==> config.mk <==
export PLATFORM = sky130hd
export DESIGN_NAME = cmos_tgate_lane
export DESIGN_NICKNAME = d
export VERILOG_FILES = /design/src/rtl/cmos_tgate_pkg.sv /design/src/rtl/cmos_tgate_lane.sv
export SDC_FILE = /design/constraint.sdc
export NUM_CORES = 1
export LEC_CHECK = 0
export CAP_MARGIN = 20
export CORE_AREA = 2 2 39 41
export DETAILED_ROUTE_END_ITERATION = 8
export DIE_AREA = 0 0 41 43
export DONT_BUFFER_PORTS = 1
export SETUP_SLACK_MARGIN = 0.5
export SLEW_MARGIN = 10
export SYNTH_ARGS = -nofsm -noshare
export SYNTH_HDL_FRONTEND = slang
export SYNTH_SLANG_ARGS = --single-unit
export TNS_END_PERCENT = 10
==> constraint.sdc <==
create_clock -name vclk -period 0.9
set_clock_uncertainty 0.05 [all_clocks]
set_input_delay 0 -clock vclk [all_inputs]
set_output_delay 0 -clock vclk [all_outputs]
set_load 0.02 [all_outputs]
==> src/rtl/cmos_tgate_pkg.sv <==
// Shared 4-state encoding and switch-level helpers for the transmission-gate model.
// Purely combinational definitions; no latency, no flow control.
package cmos_tgate_pkg;

  typedef logic [1:0] lv_t;

  localparam lv_t L0 = 2'b00;
  localparam lv_t L1 = 2'b01;
  localparam lv_t LX = 2'b10;
  localparam lv_t LZ = 2'b11;

  typedef struct packed {
    lv_t source;
    lv_t n_gate;
    lv_t p_gate;
  } tg_in_t;

  // An unknown gate yields X for a driven source: the L/H partial strengths of a
  // real switch are not representable here, so they collapse to X.
  function automatic lv_t nsw(input lv_t s, input lv_t g);
    lv_t r;
    r = LZ;
    case (g)
      L1:      r = s;
      L0:      r = LZ;
      default: r = (s == LZ) ? LZ : LX;
    endcase
    return r;
  endfunction

  function automatic lv_t psw(input lv_t s, input lv_t g);
    lv_t r;
    r = LZ;
    case (g)
      L0:      r = s;
      L1:      r = LZ;
      default: r = (s == LZ) ? LZ : LX;
    endcase
    return r;
  endfunction

  function automatic lv_t resolve(input lv_t a, input lv_t b);
    lv_t r;
    if (a == LZ)      r = b;
    else if (b == LZ) r = a;
    else if (a == b)  r = a;
    else              r = LX;
    return r;
  endfunction

endpackage

==> src/rtl/cmos_tgate_lane.sv <==
// One transmission-gate lane: direct truth table, composed switches, and compare.
// Combinational, zero latency, no backpressure.
module cmos_tgate_lane
  import cmos_tgate_pkg::*;
(
  input  tg_in_t tg_in,
  output lv_t    drain_prim,
  output lv_t    drain_comp,
  output logic   mismatch
);

  logic conduct;
  logic cutoff;

  // Path A is written from raw comparisons so it shares nothing with path B.
  always_comb begin
    conduct = (tg_in.n_gate == 2'b01) || (tg_in.p_gate == 2'b00);
    cutoff  = (tg_in.n_gate == 2'b00) && (tg_in.p_gate == 2'b01);
    if (conduct)
      drain_prim = tg_in.source;
    else if (cutoff)
      drain_prim = 2'b11;
    else
      drain_prim = (tg_in.source == 2'b11) ? 2'b11 : 2'b10;
  end

  assign drain_comp = resolve(nsw(tg_in.source, tg_in.n_gate),
                              psw(tg_in.source, tg_in.p_gate));

  assign mismatch = (drain_prim != drain_comp);

endmodule

Word-level counts from Yosys, hierarchy flattened. Index checks and enable logic that the tools add are counted.

Input port bits: 6. Logic and storage cells: 19. Flip-flop bits (word level): 0.

Muxes and demuxes: 8. Reductions and logical operators: 4. Equality and inequality tests: 7.

Operators by type and width (number): 2-bit two-way mux (4); 2-bit case mux with 2 select lines (2); 2-bit == test, second input constant (3); 2-bit by 1-bit == test with 1-bit output, second input constant (2); 2-bit zero test (2); 2-bit == test (1); 1-bit two-way mux (2); 2-bit inequality test (1); 1-bit logical AND (1); 1-bit logical OR (1).

Longest topological paths before layout. Gate-level depths: netlist of the first run.

Word-level depth: 8. Mapped depth: 6.

Worst setup path before layout of the first run. No wires, ideal clock.

Path kind: input-to-output. Start: input port tg_in[3] (netlist name). End: output port mismatch. Stages on the path: 6. Path slack: -0.343 ns. Data arrival time: 1.193 ns. Required time: 0.850 ns. Buffers on the path: 0. Path through: inv_1 o21ai_0 o21ai_0 ha_1 a311oi_1 o311ai_1.

Word-level cells in the longest chain between the ends: 7.

Ends and longest elaborated chain: start, declared (RTL line cmos_tgate_lane.sv:6) `input tg_in_t tg_in,`; 2-bit by 1-bit == test with 1-bit output / 2-bit zero test (equally long branches) (RTL line cmos_tgate_pkg.sv:23, cmos_tgate_lane.sv:17, cmos_tgate_lane.sv:18); 2-bit case mux with 2 select lines (RTL line cmos_tgate_pkg.sv:23) `case (g)`; 2-bit == test (RTL line cmos_tgate_pkg.sv:46) `else if (a == b) r = a;`; 2-bit two-way mux (RTL line cmos_tgate_pkg.sv:46); 2-bit two-way mux (RTL line cmos_tgate_pkg.sv:45) `else if (b == LZ) r = a;`; 2-bit two-way mux (RTL line cmos_tgate_pkg.sv:44) `if (a == LZ) r = b;`; 2-bit inequality test * (RTL line cmos_tgate_lane.sv:30) `assign mismatch = (drain_prim != drain_comp);`; end, declared (RTL line cmos_tgate_lane.sv:9) `output logic mismatch`.

Every way passes the cells marked *; elsewhere a longest branch is shown, timed or not.

Worst setup path after layout of the first run.
Start: input port tg_in[1] (netlist name). End: output port mismatch.

Word-level cells in the longest chain between the ends: 7.

Ends and longest elaborated chain: 2-bit by 1-bit == test with 1-bit output / 2-bit zero test (equally long branches) (RTL line cmos_tgate_pkg.sv:34, cmos_tgate_lane.sv:18, cmos_tgate_lane.sv:17); 2-bit case mux with 2 select lines (RTL line cmos_tgate_pkg.sv:34) `case (g)`; 2-bit == test (RTL line cmos_tgate_pkg.sv:46); 2-bit two-way mux (RTL line cmos_tgate_pkg.sv:46); 2-bit two-way mux (RTL line cmos_tgate_pkg.sv:45); 2-bit two-way mux (RTL line cmos_tgate_pkg.sv:44); 2-bit inequality test * (RTL line cmos_tgate_lane.sv:30).

Marks and branches as above.

==> flow_metrics.tcl, run 1 <==
set metrics [dict create \
    grt_pass1_vias 147 \
    mostFrequentLayoutCells "buf_4 (4), nor2_2 (3), o21ai_1 (2), nand2_2 (2), nor2_1 (2)" \
    postLayoutCoreUtil_pct 16.8 \
    required_ns 0.85 \
    pin_count 11 \
    powerDensity_nw_per_um2 564 \
    cts_hold_buffers 0 \
    power_frac_comb_pct 100.0 \
    nets 34 \
    seqPwrFrac_pct 0 \
    ys_seq_area_share_pct 0 \
    yosysUniqueCellTypes 14 \
    hold_class "input port to output pin" \
    power.switching_mw 0.0710 \
    critical_path_class "input port to output pin" \
    syn_area_um2 125 \
    grt_setup_unrepaired "yes" \
    yosys-top-cells-area "nor2_1 (15%), nor4b_2 (12%), ha_1 (10%), o21ai_0 (8.0%), a311oi_1 (7.0%)" \
    fmax_ghz 0.910 \
    first_pass_iters 4 \
    cp-start-kind "input port" \
    violations "negative setup slack" \
    worstMarginPinSlew_ns 0.361 \
    fillers 170 \
    antenna_found_initial 0 \
    clkbuf_count 0 \
    regArea_um2 0 \
    drc 0 \
    drive_gt1_share_pct 68.0 \
    slew_viol_final 0 \
    setup_viol_count_final 2 \
    synthXorXnorAreaFrac_pct 0 \
    leakage_nw 0.0844 \
    globalplace.congestion 0.508 \
    final_cells 41 \
    area_growth_syn_to_layout_pct 86.0 \
    yosys.area_share.simple_pct 42.0 \
    synth_compound_area_share_pct 42.0 \
    routed-via-count 174 \
    layout_commonest_cell "buf_4" \
    crit_path_max_fanout 3 \
    swShare_pct 54.1 \
    postCtsSetupBuffers 0 \
    dieArea_um2 1760 \
    cell_internal_pwr_mw 0.0603 \
    nFlopsAndLatches 0 \
    avgViaCountPerCell 4.24 \
    grt_overflow 0 \
    synth_top_family_by_area "compound AO/OA/AOI/OAI gates" \
    finalHoldWorstSlack_ns 0.0685 \
    status "finished, violations left" \
    fin_crit_ns 1.10 \
    die_w_um 41 \
    synth.largest_area_cell "nor2_1" \
    ant_nets 0 \
    layout_setup_ws_ns -0.198 \
    syn_inst 21 \
    wl_um 414 \
    clkPwrFrac_pct 0 \
    syn_area_per_cell_um2 5.96 \
    synth_fa_ha_area_share_pct 10.0 \
    synth_nets 28 \
    setup_tns_ns -0.292 \
    rows 14 \
    track_usage_pct 4.30 \
    ir_drop_mv 0.0610 \
    wire_per_inst_um 10.1 \
    grt_max_degree 6 \
    diodes 0 \
    core-area_um2 1380 \
    arrival_ns 1.05 \
    hold_violations 0 \
    worst_setup_path_end_kind "output pin" \
    slew_headroom_pct 75.9 \
    dp.cells 41 \
    drtIter0Drc 2 \
    synth_top_area_share_pct 15.0 \
    port_buffers 0 \
    die_h_um 43 \
    yosysWarnings 0 \
    start_util_pct 9.04 \
    grt_pass1_wl_um 579 \
    synth_mux_area_share_pct 0 \
    drv_cap 0 \
    timing.final.crit_share_pct 122 \
]
per-stage QoR:
step | worst slack, ns | total power, mW | instance area (um^2)
floorplan | -0.114 | 0.0986 | 163
global placement | -0.192 | 0.122 | 213
detailed placement | -0.213 | 0.125 | 213
CTS | -0.218 | 0.132 | 226
global route | -0.262 | 0.142 | 233
finish | -0.198 | 0.131 | 233
per-layer routing:
layer	track usage, %	vias to the layer above	part of all wire, %
li1	-	86	-
met1	5.70	82	38
met2	7.81	6	55
met3	0	0	6.5
met4	0	0	0
met5	0	-	0
kinds of logic after synthesis:
family | Yosys count
AOI/OAI and AO/OA | 8
adders and majority gates | 1
buffers and inverters | 2
and+or+nand+nor | 10
cells in the mapped netlist:
master,count
o311ai_1,1
a21oi_1,1
o21ai_0,2
a311oi_1,1
nor4b_2,1
a21o_1,1
nand3_1,1
nor2b_1,1
a21boi_1,1
nand2_1,2
ha_1,1
nor2_1,5
inv_1,2
o21ai_1,1
worst max-delay path, cell delays in order:
cell and delay (ns):
a21boi_4 0.15, nor2_1 0.05, ha_1 0.28, a311oi_2 0.08, buf_4 0.16, o311ai_4 0.33
area by class of cell:
type	instances	area, um^2	share of cell area [%]
Multi-Input combinational cell	19	173	74.2
Timing Repair Buffer	4	30.0	12.9
Inverter	2	10.0	4.30
Tap cell	16	20.0	8.60
power by group through the flow:
stage | Sequential (mW) | Combinational, mW | Clock [mW]
6_report | 0 | 0.131 | 0
2_1_floorplan | 0 | 0.0986 | 0
4_1_cts | 0 | 0.132 | 0
3_5_place_dp | 0 | 0.125 | 0
5_1_grt | 0 | 0.142 | 0
3_3_place_gp | 0 | 0.122 | 0
worst paths after layout:
| kind | end | slack (ns) | startpoint | cells after the start |
|---|---|---|---|---|
| setup / recovery | mismatch | -0.20 | tg_in[1] | 6 |
| hold / removal | drain_prim[1] | 0.07 | tg_in[5] | 2 |
timing repair:
item                       4_1_cts  5_1_grt
gates resized for setup          6        3
pin swaps                        1        0
setup endpoints to repair        5        5
Power figures use the tool's default switching activity.
==> inputs of run 2 (changes only) <==
- GPL_TIMING_DRIVEN: default -> 0
==> run 2 against run 1 <==
  * The run still ends with negative setup slack left
  * Worst hold slack improved by 0.010 ns
  * Combinational power is 11% lower
  * First-iteration DRC count fell by 100%
  * Cell area shrank 15%
  * Worst setup slack better by 0.019 ns
  * Wire length decreased by 1.2%
  * Power is 11% lower
  * Critical path depth decreased by 1
  * Non-clock buffer count decreased by 4
  * Final cell count shrank 9.8%
  * Global-route usage did not move
==> flow_metrics.tcl, run 2 (synthesis results as in run 1) <==
set metrics [dict create \
    status "finished, violations left" \
    violations "negative setup slack" \
    timing.final.crit_share_pct 120 \
    hold_class "input port to output pin" \
    pin_count 11 \
    die_w_um 41 \
    leakage_nw 0.0638 \
    finalHoldWorstSlack_ns 0.0786 \
    globalplace.congestion 0.446 \
    worst_setup_path_end_kind "output pin" \
    die_h_um 43 \
    regArea_um2 0 \
    clkbuf_count 0 \
    drc 0 \
    arrival_ns 1.03 \
    worstMarginPinSlew_ns 0.350 \
    drv_cap 0 \
    ant_nets 0 \
    nets 30 \
    rows 14 \
    first_pass_iters 1 \
    required_ns 0.85 \
    layout_commonest_cell "nor2_1" \
    track_usage_pct 4.30 \
    area_growth_syn_to_layout_pct 59.0 \
    pre_cts_ws_ns -0.198 \
    seqPwrFrac_pct 0 \
    power.switching_mw 0.0698 \
    cell_internal_pwr_mw 0.0476 \
    start_util_pct 9.04 \
    grt_pass1_vias 152 \
    fin_crit_ns 1.08 \
    crit_start "tg_in[1]" \
    drive_gt1_share_pct 38.1 \
    antenna_found_initial 0 \
    diodes 0 \
    grt_overflow 0 \
    grt_max_degree 6 \
    cp-start-kind "input port" \
    avgViaCountPerCell 4.19 \
    crit_path_max_fanout 3 \
    mostFrequentLayoutCells "nor2_1 (4), o21ai_1 (3), nand2_2 (2)" \
    port_buffers 0 \
    dieArea_um2 1760 \
    drtIter0Drc 0 \
    hold_violations 0 \
    wl_um 409 \
    layout_setup_ws_ns -0.180 \
    swShare_pct 59.5 \
    grt_pass1_wl_um 579 \
    finalPower_mw 0.117 \
    postLayoutCoreUtil_pct 14.4 \
    core-area_um2 1380 \
    slew_viol_final 0 \
    slew_headroom_pct 76.6 \
    wire_per_inst_um 11.1 \
    power_frac_comb_pct 100.0 \
    powerDensity_nw_per_um2 590 \
    ir_drop_mv 0.0702 \
    nFlopsAndLatches 0 \
    clkPwrFrac_pct 0 \
    routed-via-count 155 \
    setup_viol_count_final 2 \
    critical_path_class "input port to output pin" \
    grt_setup_unrepaired "yes" \
    hp-start "tg_in[5]" \
    fmax_ghz 0.926 \
]
-- run 2: final timing paths --
check,endpoint,slack (ns),depth (start not counted)
worst max-delay path,mismatch,-0.18,5
worst min-delay path,mismatch,0.08,1
-- run 2: per-stage QoR --
step	instances	setup TNS, ns	instance area [um^2]
5_1_grt	37	-0.443	199
4_1_cts	37	-0.365	199
6_report	37	-0.350	199
3_5_place_dp	37	-0.391	183
3_3_place_gp	37	-0.364	183
2_1_floorplan	21	-0.226	163
-- run 2: what timing repair did --
action,in CTS,in global routing
hold buffers,0,0
setup endpoints to repair,5,5
pin swaps,0,1
setup buffers,0,0
resized for setup,3,1
-- run 2: power by group through the flow --
stage	clock network (mW)	registers, mW	logic, mW
after floorplan	0	0	0.0986
after detailed placement	0	0	0.108
after global routing	0	0	0.128
after CTS	0	0	0.118
after global placement	0	0	0.105
final	0	0	0.117
-- run 2: routing by layer --
metal  global-route usage (%)  wire length [um]
met5                        0                 0
met4                        0                 0
met3                        0                25
met2                     8.13               200
met1                     5.38               183
-- run 2: area by class of cell --
cell class / instances / area (um^2)
Fill cell: 160 / 1180
Multi-Input combinational cell: 19 / 171
Tap cell: 16 / 20.0
Inverter: 2 / 7.51
-- run 2: worst max-delay path, cell delays in order --
cell	delay [ns]
a21boi_4	0.18
nor2_1	0.07
ha_1	0.32
a311oi_4	0.12
o311ai_4	0.34
==> inputs of run 3 (changes only) <==
- ABC_AREA: default -> 1
- GPL_TIMING_DRIVEN: 0 -> default
==> run 3 against run 2 <==
  * The run still ends with negative setup slack left
  * Cell area rose by 37%
  * Clock-buffer cell count unchanged
  * Worst setup slack gained 0.050 ns
  * Utilization is 5.3 points higher
  * Combinational power is 20% higher
  * Power grew 20%
  * Non-clock buffer count increased by 4
  * Synthesized area rose by 39%
  * Synthesized cell count grew 62%
  * Largest power group unchanged
==> flow_metrics.tcl, run 3 <==
set metrics [dict create \
    status "finished, violations left" \
    violations "negative setup slack" \
    grt_pass1_wl_um 738 \
    rows 14 \
    drv_cap 0 \
    cpPeakStageDelay_ns 0.30 \
    critPathBufInv 0 \
    synth_nets 41 \
    post_synth_most_frequent_cells "nor2_1 (9), nand2_2 (6), inv_1 (4)" \
    area_growth_syn_to_layout_pct 56.8 \
    worst_path_most_repeated_cell "nor2_1" \
    pin_count 11 \
    globalplace.congestion 0.662 \
    required_ns 0.85 \
    cp-start-kind "input port" \
    ir_drop_mv 0.0775 \
    fin_crit_ns 1.03 \
    worst_setup_path_end_kind "output pin" \
    dieArea_um2 1760 \
    critical_path_class "input port to output pin" \
    wl_met3_um 63 \
    syn_area_um2 174 \
    clkPwrFrac_pct 0 \
    ant_nets 0 \
    first_pass_iters 2 \
    hpwlAfterDp_um 426 \
    die_w_um 41 \
    seqPwrFrac_pct 0 \
    ys_seq_area_share_pct 0 \
    cp_slowest_cell "ha_1" \
    met2WireLength_um 219 \
    drc 0 \
    pre_cts_ws_ns -0.131 \
    top_layer "met3" \
    yosys.cell_count.top_type "nor2_1" \
    powerDensity_nw_per_um2 515 \
    slew_headroom_pct 89.0 \
    yosys-top-cells-area "nand2_2 (22%), nor2_1 (19%), nand3_2 (12%), nand3_1 (8.6%), inv_1 (8.6%)" \
    swShare_pct 59.8 \
    synth.largest_area_cell "nand2_2" \
    crit_path_max_fanout 3 \
    yosysUniqueCellTypes 11 \
    hold_violations 0 \
    fillers 154 \
    die_h_um 43 \
    worstMarginPinSlew_ns 0.164 \
    grt_overflow 0 \
    nFlopsAndLatches 0 \
    whs_path_depth 2 \
    drive_gt1_share_pct 68.4 \
    wl_um 479 \
    leakage_nw 0.120 \
    diodes 0 \
    finalPower_mw 0.140 \
    grt_setup_unrepaired "yes" \
    layout_setup_ws_ns -0.130 \
    arrival_ns 0.98 \
    core-area_um2 1380 \
    yosysWarnings 0 \
    min_to "drain_prim[1]" \
    power.switching_mw 0.0840 \
    synth_top_area_share_pct 21.6 \
    m1WireLength_um 196 \
    timing.final.crit_share_pct 114 \
    critical_path.cell_chain "nor3_2, nor2_1, ha_1, nand3_2, nor2_1, nor2_1, nand2_2, nand2_2, nand3_4" \
    setup_viol_count_final 2 \
    grt_max_degree 5 \
    postLayoutCoreUtil_pct 19.7 \
    routed-via-count 204 \
    cpLargestDelayFamily "simple AND/OR/NAND/NOR gates" \
    port_buffers 0 \
    hp-start "tg_in[5]" \
    wire_per_inst_um 8.87 \
    fmax_ghz 0.971 \
    cts_hold_buffers 0 \
    track_usage_pct 5.59 \
    clkbuf_count 0 \
    drtIter0Drc 1 \
    hold_class "input port to output pin" \
    slew_viol_final 0 \
    finalHoldWorstSlack_ns 0.0712 \
    cell_internal_pwr_mw 0.0564 \
    start_util_pct 12.6 \
    regArea_um2 0 \
    mostFrequentLayoutCells "inv_2 (5), nor2_2 (5), nor2_1 (4), nand2_2 (4), buf_4 (4)" \
    antenna_found_initial 0 \
    syn_area_per_cell_um2 5.12 \
    avgViaCountPerCell 3.78 \
    syn_inst 34 \
    power_frac_comb_pct 100.0 \
    grt_pass1_vias 187 \
    nets 47 \
]
run 3: cell types whose count changed in the layout (fill, tap and decap cells not counted), sizes merged, moves of 3 or more:
| cell | before | now |
|---|---|---|
| nand3 | 1 | 5 |
| inv | 2 | 7 |
| nor2 | 5 | 10 |
| buf | 0 | 4 |
| o21ai | 3 | 0 |
| nand2 | 2 | 8 |
run 3: how the worst max path moves through the flow:
stage              from       end  slack [ns]  cells after the start
2_1_floorplan  tg_in[3]  mismatch       -0.15                     10
3_3_place_gp   tg_in[3]  mismatch       -0.15                     10
3_5_place_dp   tg_in[3]  mismatch       -0.13                     10
4_1_cts        tg_in[3]  mismatch       -0.12                     10
5_1_grt        tg_in[2]  mismatch       -0.24                     10
6_report       tg_in[1]  mismatch       -0.13                      9
run 3: metal layers:
metal | vias up | GRT usage [%]
li1 | 113 | -
met4 | 0 | 0
met1 | 83 | 8.54
met3 | 0 | 1.05
met5 | - | 0
met2 | 8 | 8.44
run 3: area by class of cell:
type                       count  area (um^2)  area share [%]
inverter                       7         26.3            9.63
multi-input combinational     27          196            72.0
tap                           16         20.0            7.34
timing repair buffer           4         30.0            11.0
run 3: what timing repair did:
action / CTS / global route
cloned: 0 / 0
setup buffers: 0 / 0
endpoints found under the setup margin: 5 / 5
endpoints found under the hold margin: 0 / 0
pin swaps: 5 / 12
resized for setup: 5 / 4
run 3: cell families after synthesis:
logic type | Yosys count | synth area share (%)
and+or+nand+nor | 24 | 71.9
AOI/OAI and AO/OA | 2 | 5.76
adders and majority gates | 1 | 7.19
buffers and inverters | 7 | 15.1
run 3: per-stage QoR:
| step | std cells | cell area (um^2) | TNS (ns) |
|---|---|---|---|
| after global placement | 54 | 248 | -0.267 |
| after CTS | 54 | 258 | -0.213 |
| final | 54 | 273 | -0.250 |
| after detailed placement | 54 | 248 | -0.240 |
| after global routing | 54 | 273 | -0.454 |
| after floorplan | 34 | 198 | -0.154 |
run 3: power by group through the flow:
| stage | clock network (mW) | registers (mW) | logic (mW) |
|---|---|---|---|
| floorplan | 0 | 0 | 0.103 |
| global placement | 0 | 0 | 0.126 |
| detailed placement | 0 | 0 | 0.127 |
| CTS | 0 | 0 | 0.134 |
| global route | 0 | 0 | 0.157 |
| finish | 0 | 0 | 0.140 |
